### src/rtl/interp_pkg.sv
// Shared definitions for the interpolation RAM reader.
// Contents:
//   - default width constants for address, sample and fraction fields
//   - PHASE_WIDTH: width of the phase accumulator
//     (address bits + 1 guard bit + fraction bits)
//   - state_t: read/interpolate FSM states
package interp_pkg;

  localparam int DEF_ADDR_WIDTH = 10;
  localparam int DEF_DATA_WIDTH = 32;
  localparam int DEF_FRAC_WIDTH = 8;
  localparam int PHASE_WIDTH    = DEF_ADDR_WIDTH + 1 + DEF_FRAC_WIDTH;

  typedef enum logic [2:0] {
    ST_IDLE  = 3'd0,
    ST_ADDR0 = 3'd1,
    ST_ADDR1 = 3'd2,
    ST_CAP   = 3'd3,
    ST_MUL   = 3'd4,
    ST_OUT   = 3'd5,
    ST_FIN   = 3'd6
  } state_t;

endpackage

### src/rtl/interp_lerp.sv
// Linear interpolation datapath.
// It captures the two neighbouring samples s0 and s1 and registers
// s0 + (((s1 - s0) * frac) >>> FRAC_WIDTH).
// The arithmetic is kept in its own module so that a DSP-mapped
// multiplier can be substituted without touching the controller.
// Ports:
//   clk, rst  clock; asynchronous active-high reset
//   rd_data   RAM read data (sample)
//   frac      fractional phase bits
//   load_s0   capture rd_data into s0
//   load_s1   capture rd_data into s1
//   calc      register the interpolated result
//   result    registered interpolated sample
module interp_lerp #(
  parameter int DATA_WIDTH = 32,
  parameter int FRAC_WIDTH = 8
) (
  input  logic                  clk,
  input  logic                  rst,
  input  logic [DATA_WIDTH-1:0] rd_data,
  input  logic [FRAC_WIDTH-1:0] frac,
  input  logic                  load_s0,
  input  logic                  load_s1,
  input  logic                  calc,
  output logic [DATA_WIDTH-1:0] result
);

  localparam int PRODW = DATA_WIDTH + FRAC_WIDTH + 2;

  logic [DATA_WIDTH-1:0] s0_r;
  logic [DATA_WIDTH-1:0] s1_r;
  logic [DATA_WIDTH-1:0] result_r;
  logic [DATA_WIDTH:0]   diff_s;
  logic [PRODW-1:0]      diff_ext_s;
  logic [PRODW-1:0]      frac_ext_s;
  logic [PRODW-1:0]      prod_s;
  logic [DATA_WIDTH-1:0] shift_s;
  logic [DATA_WIDTH-1:0] lerp_s;
  logic                  unused_prod_s;

  // Interpolation arithmetic.
  // The modular product of the operands, once they are sign/zero-extended
  // to PRODW, equals the exact signed product, because that product always
  // fits. Taking bits [FRAC+DATA-1:FRAC] equals an arithmetic right shift
  // truncated to DATA_WIDTH. That truncation is exact, because the
  // interpolated value lies between s0 and s1.
  always_comb begin
    diff_s     = {s1_r[DATA_WIDTH-1], s1_r} - {s0_r[DATA_WIDTH-1], s0_r};
    diff_ext_s = {{(FRAC_WIDTH+1){diff_s[DATA_WIDTH]}}, diff_s};
    frac_ext_s = {{(DATA_WIDTH+2){1'b0}}, frac};
    prod_s     = diff_ext_s * frac_ext_s;
    shift_s    = prod_s[DATA_WIDTH+FRAC_WIDTH-1:FRAC_WIDTH];
    lerp_s     = s0_r + shift_s;
  end

  assign unused_prod_s = ^{prod_s[PRODW-1:DATA_WIDTH+FRAC_WIDTH], prod_s[FRAC_WIDTH-1:0]};

  // Sample capture and result register.
  always_ff @(posedge clk or posedge rst) begin
    if (rst) begin
      s0_r     <= {DATA_WIDTH{1'b0}};
      s1_r     <= {DATA_WIDTH{1'b0}};
      result_r <= {DATA_WIDTH{1'b0}};
    end else begin
      if (load_s0) s0_r <= rd_data;
      if (load_s1) s1_r <= rd_data;
      if (calc)    result_r <= lerp_s;
    end
  end

  assign result = result_r;

endmodule

### src/rtl/interp_ram_reader.sv
// Read-side controller for the interpolation sample RAM.
// The RAM has a one-cycle read latency.
// After a start pulse, a fractional phase accumulator walks over the
// stored samples. For each phase, the controller fetches the adjacent
// sample pair and emits one linearly interpolated result on a
// valid/ready stream.
// Build option:
//   INTERP_SKIP_REFETCH_EN  When the phase advance leaves the integer
//                           index unchanged, the controller reuses the
//                           captured sample pair and skips the RAM reads.
// Ports:
//   rd_clk, rd_rst  clock; asynchronous active-high reset
//   start           run request (accepted in IDLE only)
//   len, step       sample count and Q.FRAC phase increment, sampled on start
//   rd_addr         RAM read address
//   rd_data         RAM read data (one cycle after rd_addr)
//   m_data, m_valid, m_ready   output stream
//   busy            high whenever the FSM is not idle
//   done            one-cycle pulse at the end of a run
module interp_ram_reader
  import interp_pkg::*;
#(
  parameter int ADDR_WIDTH = DEF_ADDR_WIDTH,
  parameter int DATA_WIDTH = DEF_DATA_WIDTH,
  parameter int FRAC_WIDTH = DEF_FRAC_WIDTH
) (
  input  logic                             rd_clk,
  input  logic                             rd_rst,
  input  logic                             start,
  input  logic [ADDR_WIDTH:0]              len,
  input  logic [ADDR_WIDTH+FRAC_WIDTH-1:0] step,
  output logic [ADDR_WIDTH-1:0]            rd_addr,
  input  logic [DATA_WIDTH-1:0]            rd_data,
  output logic [DATA_WIDTH-1:0]            m_data,
  output logic                             m_valid,
  input  logic                             m_ready,
  output logic                             busy,
  output logic                             done
);

  localparam int PW = ADDR_WIDTH + 1 + FRAC_WIDTH;
  localparam int IW = ADDR_WIDTH + 1;

`ifdef INTERP_SKIP_REFETCH_EN
  localparam logic SKIP_REFETCH = 1'b1;
`else
  localparam logic SKIP_REFETCH = 1'b0;
`endif

  state_t                         state_r, state_nx_s;
  logic [PW-1:0]                  phase_r, phase_nx_s, phase_add_s;
  logic [IW-1:0]                  len_r, len_nx_s;
  logic [ADDR_WIDTH+FRAC_WIDTH-1:0] step_r, step_nx_s;
  logic [ADDR_WIDTH-1:0]          rd_addr_r, rd_addr_nx_s;
  logic                           m_valid_r, busy_r, done_r;
  logic [IW-1:0]                  i_cur_s, i_add_s, i_inc_s, last_idx_s, next_addr_s;
  logic                           load_s0_s, load_s1_s, calc_s;
  logic                           unused_addr_s;

  // Integer parts of the current and advanced phase, and the clamped s1 address.
  always_comb begin
    i_cur_s     = phase_r[PW-1:FRAC_WIDTH];
    phase_add_s = phase_r + {1'b0, step_r};
    i_add_s     = phase_add_s[PW-1:FRAC_WIDTH];
    i_inc_s     = i_cur_s + {{(IW-1){1'b0}}, 1'b1};
    last_idx_s  = len_r - {{(IW-1){1'b0}}, 1'b1};
    if (i_inc_s > last_idx_s) begin
      next_addr_s = last_idx_s;
    end else begin
      next_addr_s = i_inc_s;
    end
  end

  assign unused_addr_s = next_addr_s[ADDR_WIDTH];

  // FSM state register.
  always_ff @(posedge rd_clk or posedge rd_rst) begin
    if (rd_rst) state_r <= ST_IDLE;
    else        state_r <= state_nx_s;
  end

  // FSM next-state logic.
  always_comb begin
    state_nx_s = state_r;
    case (state_r)
      ST_IDLE: begin
        if (start) begin
          if ((len == {IW{1'b0}}) || (step == {(ADDR_WIDTH+FRAC_WIDTH){1'b0}})) begin
            state_nx_s = ST_FIN;
          end else begin
            state_nx_s = ST_ADDR0;
          end
        end else begin
          state_nx_s = ST_IDLE;
        end
      end
      ST_ADDR0: state_nx_s = ST_ADDR1;
      ST_ADDR1: state_nx_s = ST_CAP;
      ST_CAP:   state_nx_s = ST_MUL;
      ST_MUL:   state_nx_s = ST_OUT;
      ST_OUT: begin
        if (m_ready) begin
          if (i_add_s >= len_r) begin
            state_nx_s = ST_FIN;
          end else if (SKIP_REFETCH && (i_add_s == i_cur_s)) begin
            state_nx_s = ST_MUL;
          end else begin
            state_nx_s = ST_ADDR0;
          end
        end else begin
          state_nx_s = ST_OUT;
        end
      end
      ST_FIN:   state_nx_s = ST_IDLE;
      default:  state_nx_s = ST_IDLE;
    endcase
  end

  // Output logic and datapath next values. The read address is loaded
  // on entry to ADDR0/ADDR1, so it is valid throughout those states.
  always_comb begin
    phase_nx_s   = phase_r;
    len_nx_s     = len_r;
    step_nx_s    = step_r;
    rd_addr_nx_s = rd_addr_r;
    load_s0_s    = 1'b0;
    load_s1_s    = 1'b0;
    calc_s       = 1'b0;
    case (state_r)
      ST_IDLE: begin
        if (state_nx_s == ST_ADDR0) begin
          phase_nx_s   = {PW{1'b0}};
          len_nx_s     = len;
          step_nx_s    = step;
          rd_addr_nx_s = {ADDR_WIDTH{1'b0}};
        end else begin
          phase_nx_s   = phase_r;
        end
      end
      ST_ADDR0: rd_addr_nx_s = next_addr_s[ADDR_WIDTH-1:0];
      ST_ADDR1: load_s0_s = 1'b1;
      ST_CAP:   load_s1_s = 1'b1;
      ST_MUL:   calc_s    = 1'b1;
      ST_OUT: begin
        if (m_ready) begin
          phase_nx_s = phase_add_s;
          if (state_nx_s == ST_ADDR0) begin
            rd_addr_nx_s = i_add_s[ADDR_WIDTH-1:0];
          end else begin
            rd_addr_nx_s = rd_addr_r;
          end
        end else begin
          phase_nx_s = phase_r;
        end
      end
      ST_FIN:   phase_nx_s = phase_r;
      default:  phase_nx_s = phase_r;
    endcase
  end

  // Datapath and registered status outputs.
  always_ff @(posedge rd_clk or posedge rd_rst) begin
    if (rd_rst) begin
      phase_r   <= {PW{1'b0}};
      len_r     <= {IW{1'b0}};
      step_r    <= {(ADDR_WIDTH+FRAC_WIDTH){1'b0}};
      rd_addr_r <= {ADDR_WIDTH{1'b0}};
      m_valid_r <= 1'b0;
      busy_r    <= 1'b0;
      done_r    <= 1'b0;
    end else begin
      phase_r   <= phase_nx_s;
      len_r     <= len_nx_s;
      step_r    <= step_nx_s;
      rd_addr_r <= rd_addr_nx_s;
      m_valid_r <= (state_nx_s == ST_OUT);
      busy_r    <= (state_nx_s != ST_IDLE);
      done_r    <= (state_nx_s == ST_FIN);
    end
  end

  interp_lerp #(
    .DATA_WIDTH (DATA_WIDTH),
    .FRAC_WIDTH (FRAC_WIDTH)
  ) u_lerp (
    .clk     (rd_clk),
    .rst     (rd_rst),
    .rd_data (rd_data),
    .frac    (phase_r[FRAC_WIDTH-1:0]),
    .load_s0 (load_s0_s),
    .load_s1 (load_s1_s),
    .calc    (calc_s),
    .result  (m_data)
  );

  assign rd_addr = rd_addr_r;
  assign m_valid = m_valid_r;
  assign busy    = busy_r;
  assign done    = done_r;

endmodule

### config.mk
export PLATFORM = sky130hd
export DESIGN_NAME = interp_ram_reader
export DESIGN_NICKNAME = d
export VERILOG_FILES = /design/src/rtl/interp_pkg.sv /design/src/rtl/interp_lerp.sv /design/src/rtl/interp_ram_reader.sv
export SDC_FILE = /design/constraint.sdc
export NUM_CORES = 1
export LEC_CHECK = 0
export ABC_AREA = 1
export BUFFER_PORTS_ARGS = -buffer_cell sky130_fd_sc_hd__buf_4
export CAP_MARGIN = 20
export CORE_ASPECT_RATIO = 0.8
export CORE_UTILIZATION = 40
export DETAILED_ROUTE_END_ITERATION = 10
export MAX_ROUTING_LAYER = met4
export PLACE_DENSITY = 0.54
export RECOVER_POWER = 50
export SYNTH_ARGS = -nofsm -noshare
export SYNTH_HDL_FRONTEND = slang
export SYNTH_HIERARCHICAL = 1
export SYNTH_SLANG_ARGS = --single-unit
### constraint.sdc
create_clock -name rd_clk -period 22 [get_ports rd_clk]
set_clock_uncertainty 0.2 [all_clocks]
set_input_delay 0 -clock rd_clk [delete_from_list [all_inputs] [get_ports rd_clk]]
set_output_delay 0 -clock rd_clk [all_outputs]
set_load 0.03 [all_outputs]
==> summary.md, run 1 <==
| Metric | Value |
|---|---|
| Tot GR Track Use | 0.265 |
| Fin. Hold Viols | 0 |
| Drt wl/cell | 18.2 µm |
| Cells after synthesis | approximately 2800 |
| Worst endpoint data arrival time | slightly above 10000 ps |
| Final Util | 0.459 |
| IO Port Bufs | between 100 and 150 |
| H-tree Lvls | 4 |
| Initial antenna violation count | 0 |
| RR Endpoint | u_lerp/result[26]$_DFFE_PP0P_ |
| Critical path class | flop to flop |
| R2R setup slack | 11890 ps |
| Hold-critical path depth | 4 |
| WL final | around 67000 µm |
| Most frequent CP cell | inv_1 |
| IO Count | 110 |
| Most frequent cells in the layout | 624 x nand2_1, 479 x inv_1, 318 x nor2_1, 201 x fa_1, 181 x ha_1 |
| CP Data Required Time | approximately 22000 ps |
| First-pass GRT wire length | ~100000 µm |
| Hold crit path type | input pin to flop |
| Netlist cell types | 64 |
| Cell row count | 74 |
| Initial detailed-routing violation count | around 1600 |
| FF-to-FF path depth | 41 |
| DRC violations left | 0 |
| Slowest cell on the critical path | fa_1 |
| Violated checks | capacitance limit, slew limit |
| Commonest non-fill, non-tap cell in the layout | nand2_1 |
| Number of synthesized flops with an enable pin | 0 |
| ANT nets after route | 0 |
| Setup tns final | 0 ps |
| Vias in the first global route | ~18000 |
| Die height | 207 µm |
| RSZ-0062 raised after global routing | false |
| Worst r2r src | u_lerp/s0_r[0]$_DFFE_PP0P_ |
| Root Driver | clkbuf_16 |
| Slew @ Worst Pin | ~3500 ps |
| Clock Latency Late Sink | 490 ps |
| Grt total ovfl | 0 |
| CTS max path bufs | 2 |
| Setup Viol. Count Final | 0 |
| P&R area growth vs syn | 12.6% |
| CTS buffer count | 17 |
| Largest net degree at the start of global routing | 65 |
| Post_cts resized | 0 |
| Hold Startpoint | step[2] |
| Final Instance Area | between 20000 and 25000 µm² |
| Maxcap violations | 4 |
| Async set-or-reset flop fraction in the synthesized netlist | 1.00 |
| Effective utilization at floorplan | 0.407 |
| Startpoint Class | flop |
| Min Hold Slack | 64.7 ps |
| Max Fclk | a little under 100 MHz |
| Yosys warnings | 6 |
| Mapped cell area | about 21000 µm² |
| # nets final | between 3000 and 4000 |
| Crit share post-route | 0.460 |
| Crit-path max cell delay | 610 ps |
| Outcome | finished, violations left |
| Post-layout min period | 10110 ps |
| Headroom to the max-slew limit | -1.34 |
| Clock Pin Slew Worst Setup and Hold Paths | 70 ps |
| Syn_nets | 3263 |
| Horiz. Die Dim | 258 µm |
| Avg Synthesized Cell Area | between 7 and 8 µm² |
| Worst-path fanout max | 6 |
| Gp weighted congestion | about 1.0 |
| Seq/Total Area, Yosys | 0.191 |
| Pre-antenna DRT Iters | 5 |
| CTS sink count | 160 |
| Routed via count | around 19000 |
| Worst hold endpoint | step_r[2]$_DFFE_PP0P_ |
| DR vias/cell | between 5 and 6 |
| Layout cells sized above 1 | 0.0779 |
| Crit path capture type | flop |
| CTS tree | yes |
| Full die area | approximately 53000 µm² |
| Detailed Place HPWL | ~56000 µm |
| Synth Register Bits | 160 |
| Area post-placement | approximately 22000 µm² |
| Core Box Area | ~50000 µm² |
| Max-slew violations | 210 |
| Top FF cell, synth | dfrtp_1 |
## timing repair
action                     CTS  global route
setup endpoints to repair    0             0
hold endpoints to repair   217             0
buffers inserted             0             0
hold buffers                65             0
## kinds of logic (layout without fill, tap and decap cells)
kind of cell / Yosys count / after routing / share of synthesized area
AO/OA/AOI/OAI: 364 / 364 / 0.101
XOR/XNOR: 86 / 86 / 0.0381
adder cells (fa/ha/maj): 382 / 382 / 0.301
buffers and inverters: 556 / 720 / 0.102
flip-flops: 160 / 160 / 0.191
multiplexers: 31 / 31 / 0.0167
other: 0 / 1 / 0
AND/OR/NAND/NOR: 1237 / 1237 / 0.250
## cell type report
type	count	area [µm²]
clock buffers	22	484
multi-input cells	2100	14800
clock inverters	10	100
repair buffers	189	1460
diodes	1	2.50
well taps	684	856
fillers	5263	27800
inverters	499	1870
flip-flops and latches	160	4000
## worst max-delay path, delay by kind of cell (launching register included)
family                     cells  cell delay [ps]
DFF                            1              430
xor gates and xnor gates       2              590
and+or+nand+nor               19             3440
buffers and inverters          6              500
AOI/OAI and AO/OA              6             1290
adders and majority gates      8             3550
## registers in the layout (all words and copies together) (netlist names)
register and count:
phase_r 19, state_r 3, len_r 11, m_valid 1, u_lerp/s1_r 32, u_lerp/result 32, step_r 18, u_lerp/s0_r 32
busy 1, done 1, rd_addr 10
## stage by stage
step           instances  setup slack [ps]
3_5_place_dp        3566             12370
2_1_floorplan       2816             14750
6_report            3665             11890
3_3_place_gp        3564             12260
4_1_cts             3663             12310
5_1_grt             3664             11510
## worst max path at each step
stage	from	to	slack, ps	cells after the start
after global routing	u_lerp/s0_r[0]$_DFFE_PP0P_	u_lerp/result[26]$_DFFE_PP0P_	11510	42
after global placement	u_lerp/s0_r[0]$_DFFE_PP0P_	u_lerp/result[26]$_DFFE_PP0P_	12260	41
after CTS	u_lerp/s0_r[0]$_DFFE_PP0P_	u_lerp/result[26]$_DFFE_PP0P_	12310	41
after detailed placement	u_lerp/s0_r[0]$_DFFE_PP0P_	u_lerp/result[26]$_DFFE_PP0P_	12370	41
after floorplan	u_lerp/s0_r[0]$_DFFE_PP0P_	u_lerp/result[27]$_DFFE_PP0P_	14750	35
final	u_lerp/s0_r[0]$_DFFE_PP0P_	u_lerp/result[26]$_DFFE_PP0P_	11890	41
## synth_stat cells, drive strengths merged, types with 4 or more instances
| cell type | n | share of area |
|---|---|---|
| fa | 201 | 0.19 |
| ha | 181 | 0.11 |
| o21bai | 7 | 0.0030 |
| a31oi | 24 | 0.0072 |
| nor4 | 4 | 0.0015 |
| buf | 15 | 0.0045 |
| xnor2 | 32 | 0.015 |
| nand3 | 158 | 0.038 |
| a21o | 12 | 0.0043 |
| inv | 496 | 0.089 |
| nor3 | 30 | 0.0084 |
| o21ai | 145 | 0.036 |
| xor2 | 54 | 0.023 |
| or2 | 29 | 0.0090 |
| nand3b | 6 | 0.0022 |
| clkbuf | 39 | 0.0070 |
| nor2 | 331 | 0.062 |
| a21oi | 138 | 0.036 |
| a31o | 4 | 0.0017 |
| o31ai | 4 | 0.0014 |
| dfrtp | 160 | 0.19 |
| mux2 | 31 | 0.017 |
| nand4 | 19 | 0.0057 |
| nand2 | 648 | 0.12 |
| o21a | 8 | 0.0029 |
| and2 | 11 | 0.0033 |
| a21boi | 6 | 0.0022 |
## per-layer routing
metal,global-route usage,share of wire,up-vias
met5,-,0,-
met4,0.0442,0.0089,0
met3,0.0499,0.068,42
met2,0.366,0.41,519
met1,0.400,0.51,9163
li1,-,-,9164
Power of run 1 is left out: the tool's default activity adds up to more than one toggle a clock period on the data nets, which glitch-free logic cannot reach.
==> run 2, diff against run 1 <==
Clock period 22 ns to 9.4 ns, I/O delays scaled along.
==> run 2 against run 1 <==
Effect of this change: the flow still finishes with violations (capacitance limit, slew limit); maximum frequency grew 13%; largest cell class unchanged; register-to-register slack lost 11000 ps; utilization grew 0.23 points.
==> summary.md, run 2 (same netlist as run 1, synthesis figures left out) <==
| Metric | Value |
|---|---|
| Outcome | finished, violations left |
| Violated checks | capacitance limit, slew limit |
| WL final | 66500 µm (-0.35%) |
| Grt total ovfl | 0 (unchanged) |
| Headroom to the max-slew limit | -1.38 (-0.0370) |
| Post-layout min period | 8980 ps (-1130 ps) |
| Full die area | 53200 µm² (unchanged) |
| Core Box Area | 51400 µm² (unchanged) |
| N_diodes | 0 (-1) |
| Setup Viol. Count Final | 0 (unchanged) |
| Clock Pin Slew Worst Setup and Hold Paths | 70 ps (about the same) |
| Initial detailed-routing violation count | 1545 (-1.1%) |
| Fin. Hold Viols | 0 (unchanged) |
| Vias in the first global route | 18400 (+0.68%) |
| Die height | 207 µm (unchanged) |
| Layout cells sized above 1 | 0.0841 (+0.00623) |
| Max-slew violations | 210 (unchanged) |
| DRC violations left | 0 (unchanged) |
| WP buf/inv | 6 (unchanged) |
| Startpoint Class | flop |
| Crit-path max cell delay | 550 ps (-60 ps) |
| Area post-placement | 22500 µm² (-0.11%) |
| H-tree Lvls | 4 (unchanged) |
| Routed via count | 18800 (-0.27%) |
| CTS tree | yes |
| GRT met1 Usage | 0.397 (-0.00332) |
| Root Driver | clkbuf_16 |
| Max Fclk | 111 MHz (+13%) |
| Pre-antenna DRT Iters | 5 (unchanged) |
| CTS max path bufs | 2 (unchanged) |
| Met2 Resource Use GR | 0.362 (-0.00394) |
| Most frequent CP cell | nand2_1 |
| IO Port Bufs | 109 (unchanged) |
| Gp weighted congestion | 1.03 (-1.8%) |
| Detailed Place HPWL | 55800 µm (+0.25%) |
| DR vias/cell | 5.13 (-0.38%) |
| Worst endpoint data arrival time | 9180 ps (-1140 ps) |
| Cell row count | 74 (unchanged) |
| CTS buffer count | 17 (unchanged) |
| CTS sink count | 160 (unchanged) |
| Drt wl/cell | 18.1 µm (-0.45%) |
| Critical path class | flop to flop |
| Hold crit path type | input pin to flop |
| Largest net degree at the start of global routing | 65 (unchanged) |
| Slowest cell on the critical path | xnor2_1 |
| Tot GR Track Use | 0.264 (about the same) |
| Horiz. Die Dim | 258 µm (unchanged) |
| Met3 usage | 0.0540 (+0.00403) |
| Worst-path fanout max | 6 (unchanged) |
| P&R area growth vs syn | 13.2% |
| Maxcap violations | 4 (unchanged) |
| # nets final | 3419 (+0.15%) |
| IO Count | 110 (unchanged) |
| Most frequent cells in the layout | 624 x nand2_1, 479 x inv_1, 314 x nor2_1, 201 x fa_1, 181 x ha_1 |
| Initial antenna violation count | 1 (+1) |
| Clock Latency Late Sink | 490 ps (about the same) |
| Effective utilization at floorplan | 0.407 (unchanged) |
| ANT nets after route | 0 (unchanged) |
| Final Instance Area | 23700 µm² (+0.49%) |
| GRT Max-Usage Layer | met1 |
| First-pass GRT wire length | 105000 µm (about the same) |
| Crit share post-route | 0.955 (+0.496) |
| Commonest non-fill, non-tap cell in the layout | nand2_1 |
| Critical path's top delay family | adder cells |
| # fillers | 5250 (-0.25%) |
| Crit path capture type | flop |
| CP Data Required Time | 9600 ps (-12610 ps) |
| Slew @ Worst Pin | 3570 ps (+55.5 ps) |
## run 2: what timing repair did
| item | in CTS | in global routing |
|---|---|---|
| pin swaps | 0 | 3 |
| buffers inserted | 0 | 3 |
| endpoints found under the setup margin | 7 | 17 |
| hold buffers | 65 | 0 |
| cloned | 0 | 0 |
| gates resized for setup | 5 | 16 |
| hold endpoints to repair | 216 | 0 |
## run 2: worst register-to-register path: cells and delay by family, from the launching register on
kind / cells / cell delay, ps
XOR/XNOR: 2 / 830
AND/OR/NAND/NOR: 13 / 2450
buffers and inverters: 6 / 650
adder cells (fa/ha/maj): 7 / 2960
AO/OA/AOI/OAI: 7 / 1340
flip-flops: 1 / 470
## run 2: worst paths after layout
path                                                  to  slack (ps)  cells after the start                  startpoint
hold reg to reg                   rd_addr[0]$_DFFE_PP0P_         270                      2      rd_addr[0]$_DFFE_PP0P_
hold / removal                    step_r[17]$_DFFE_PP0P_          70                      4                    step[17]
setup / recovery           u_lerp/result[28]$_DFFE_PP0P_         420                     35  u_lerp/s0_r[1]$_DFFE_PP0P_
min in group asynchronous     u_lerp/s0_r[2]$_DFFE_PP0P_        1030                      4                      rd_rst
max in group asynchronous         rd_addr[2]$_DFFE_PP0P_        5730                      4                      rd_rst
setup reg to reg           u_lerp/result[28]$_DFFE_PP0P_         420                     35  u_lerp/s0_r[1]$_DFFE_PP0P_
## run 2: metal layers
layer  share of wire  wire, µm
met1            0.52     34300
met2            0.40     26800
met3           0.066      4410
met4           0.015      1020
met5               0         0
## run 2: final cells by class
cell class | instances | area, µm² | area share
Sequential cell | 160 | 4000 | 0.169
Clock inverter | 11 | 129 | 0.00544
Tap cell | 684 | 856 | 0.0361
Multi-Input combinational cell | 2100 | 14900 | 0.629
Timing Repair Buffer | 194 | 1460 | 0.0614
Clock buffer | 21 | 470 | 0.0199
Inverter | 499 | 1870 | 0.0791
## run 2: per-stage QoR
| step | instances | setup WS, ps | setup TNS, ps | hold WS (ps) | util |
|---|---|---|---|---|---|
| 6_report | 3669 | 422 | 0 | 66.8 | 0.461 |
| 5_1_grt | 3669 | -4.26 | -4.26 | 62.2 | 0.461 |
| 4_1_cts | 3665 | 2.18 | 0 | 28.2 | 0.462 |
| 3_5_place_dp | 3568 | -128 | -309 | -67.6 | 0.437 |
| 3_3_place_gp | 3568 | -256 | -856 | -75.4 | 0.437 |
| 2_1_floorplan | 2816 | 2150 | 0 | -90.4 | - |
Power of run 2 is left out for the same reason.
==> run 3, diff against run 2 <==
--- a/config.mk
+++ b/config.mk
@@ -11,6 +11,6 @@
 export CORE_ASPECT_RATIO = 0.8
-export CORE_UTILIZATION = 40
+export CORE_UTILIZATION = 46
 export DETAILED_ROUTE_END_ITERATION = 10
 export MAX_ROUTING_LAYER = met4
-export PLACE_DENSITY = 0.54
+export PLACE_DENSITY = 0.61
 export RECOVER_POWER = 50
==> constraint.sdc (replaced) <==
create_clock -name rd_clk -period 9.4 [get_ports rd_clk]
set_clock_uncertainty 0.2 [all_clocks]
set_input_delay 1.88 -clock rd_clk [delete_from_list [all_inputs] [get_ports rd_clk]]
set_output_delay 1.88 -clock rd_clk [all_outputs]
set_load 0.03 [all_outputs]
==> run 3 against run 2 <==
Effect of this change: the run still ends with capacitance limit, slew limit left; die area down 13%; design area down 2.7%; sequential share of layout area up 0.47 points; cell count down 3.9%; worst hold slack better by 210 ps; critical endpoint is now u_lerp/result[26]$_DFFE_PP0P_.
==> summary.md, run 3 (same netlist as run 1, synthesis figures left out) <==
| Metric | Value |
|---|---|
| CP Data Required Time | 9600 ps (about the same) |
| Full die area | 46400 µm² (-13%) |
| Min Hold Slack | 278 ps (+211 ps) |
| Outcome | finished, violations left |
| Gp weighted congestion | 1.02 (-1.0%) |
| Met3 usage | 0.0742 (+0.0203) |
| Detailed Place HPWL | 57800 µm (+3.5%) |
| Final Util | 0.516 (+0.0555) |
| WL final | 67700 µm (+1.8%) |
| Fin. Hold Viols | 0 (unchanged) |
| Crit-path max cell delay | 600 ps (+50 ps) |
| # nets final | 3357 (-1.8%) |
| Clock Pin Slew Worst Setup and Hold Paths | 80 ps (about the same) |
| Hold-critical path depth | 2 (-2) |
| Drt wl/cell | 19.2 µm (+5.9%) |
| Most frequent cells in the layout | 624 x nand2_1, 479 x inv_1, 315 x nor2_1, 201 x fa_1, 181 x ha_1 |
| Crit share post-route | 0.953 (-0.00188) |
| CTS sink count | 160 (unchanged) |
| Hold buffer count at cts | 0 (-100%) |
| Headroom to the max-slew limit | -1.33 (+0.0500) |
| P&R area growth vs syn | 10.1% |
| Largest net degree at the start of global routing | 65 (unchanged) |
| FF-to-FF path depth | 39 (+11%) |
| Setup Viol. Count Final | 0 (unchanged) |
| Crit path capture type | flop |
| ANT nets after route | 0 (unchanged) |
| Area post-placement | 22400 µm² (-0.35%) |
| IO Count | 110 (unchanged) |
| Horiz. Die Dim | 240 µm (-6.7%) |
| CTS tree | yes |
| Pre-antenna DRT Iters | 5 (unchanged) |
| Max-slew violations | 263 (+25%) |
| Worst-path fanout max | 6 (unchanged) |
| Critical path class | flop to flop |
| IO Port Bufs | 109 (unchanged) |
| Slew @ Worst Pin | 3490 ps (-75.0 ps) |
| Routed via count | 18700 (-0.48%) |
| Startpoint Class | flop |
| Final Instance Area | 23000 µm² (-2.7%) |
| Core Box Area | 44600 µm² (-13%) |
| Cell row count | 69 (-6.8%) |
| H-tree Lvls | 4 (unchanged) |
| N_diodes | 0 (unchanged) |
| Met2 Resource Use GR | 0.424 (+0.0626) |
| Max Fclk | 112 MHz (+0.20%) |
| Maxcap violations | 5 (+1) |
| Clock Latency Late Sink | 470 ps (-20 ps) |
| CTS max path bufs | 2 (unchanged) |
| Vias in the first global route | 18300 (-1.1%) |
| Effective utilization at floorplan | 0.469 (+0.0616) |
| Post-layout min period | 8960 ps (-17.7 ps) |
| Root Driver | clkbuf_16 |
| Slowest cell on the critical path | fa_1 |
| CTS buffer count | 17 (unchanged) |
| Tot GR Track Use | 0.312 (+0.0477) |
| DRC violations left | 0 (unchanged) |
| GRT Max-Usage Layer | met1 |
| DR vias/cell | 5.32 (+3.6%) |
| Initial detailed-routing violation count | 1347 (-13%) |
| GRT met1 Usage | 0.465 (+0.0679) |
| Commonest non-fill, non-tap cell in the layout | nand2_1 |
| Layout cells sized above 1 | 0.100 (+0.0162) |
| Die height | 193 µm (-6.7%) |
| Violated checks | capacitance limit, slew limit |
| Initial antenna violation count | 0 (-1) |
| Hold crit path type | flop to flop |
| Worst endpoint data arrival time | 9160 ps (-20 ps) |
| Grt total ovfl | 0 (unchanged) |
| First-pass GRT wire length | 106000 µm (+1.1%) |
| Setup tns final | 0 ps (unchanged) |
==> run 3: cell count changes in the layout (fill, tap and decap cells not counted), moves of 2 or more <==
cell	change
clkinv_2	-2
inv_8	+3
clkinvlp_4	+2
buf_4	+47
dlygate4sd3_1	-65
clkbuf_8	-2
clkbuf_1	-45
==> run 3: path summary, 6_finish.rpt <==
path	from	to	slack, ps
max	u_lerp/s0_r[0]$_DFFE_PP0P_	u_lerp/result[26]$_DFFE_PP0P_	440
min	rd_addr[6]$_DFFE_PP0P_	rd_addr[6]$_DFFE_PP0P_	280
min in group asynchronous	rd_rst	u_lerp/s1_r[4]$_DFFE_PP0P_	1790
max in group asynchronous	rd_rst	u_lerp/s0_r[6]$_DFFE_PP0P_	3330
min reg2reg	rd_addr[6]$_DFFE_PP0P_	rd_addr[6]$_DFFE_PP0P_	280
max reg2reg	u_lerp/s0_r[0]$_DFFE_PP0P_	u_lerp/result[26]$_DFFE_PP0P_	440
==> run 3: repair_timing <==
item	CTS	global route
setup buffers	0	3
gates resized for setup	0	13
setup endpoints to repair	0	17
==> run 3: cell type report <==
class	instances	area, µm²
Multi-Input combinational cell	2100	14800
Inverter	499	1870
Tap cell	603	754
Timing Repair Buffer	132	992
Clock inverter	14	146
Fill cell	4535	21600
Clock buffer	18	439
Sequential cell	160	4000
==> run 3: routing by layer <==
metal  up-vias  wire length, µm
li1       9056                -
met1      9087            34100
met2       556            27400
met3        47             5300
met4         0              869
met5         -                0
==> run 3: per-stage QoR <==
stage	setup slack, ps	std cells
finish	440	3526
global placement	-11.3	3490
global route	-16.7	3526
floorplan	2150	2816
detailed placement	69.0	3490
CTS	20.0	3522
==> run 3: critical path, delay by kind of cell (launching register included) <==
kind,cells,cell delay (ps)
and+or+nand+nor,15,2140
xor gates and xnor gates,2,520
AOI/OAI and AO/OA,9,1760
buffers and inverters,5,350
DFF,1,400
adders and majority gates,8,3510
Power of run 3 is left out for the same reason.
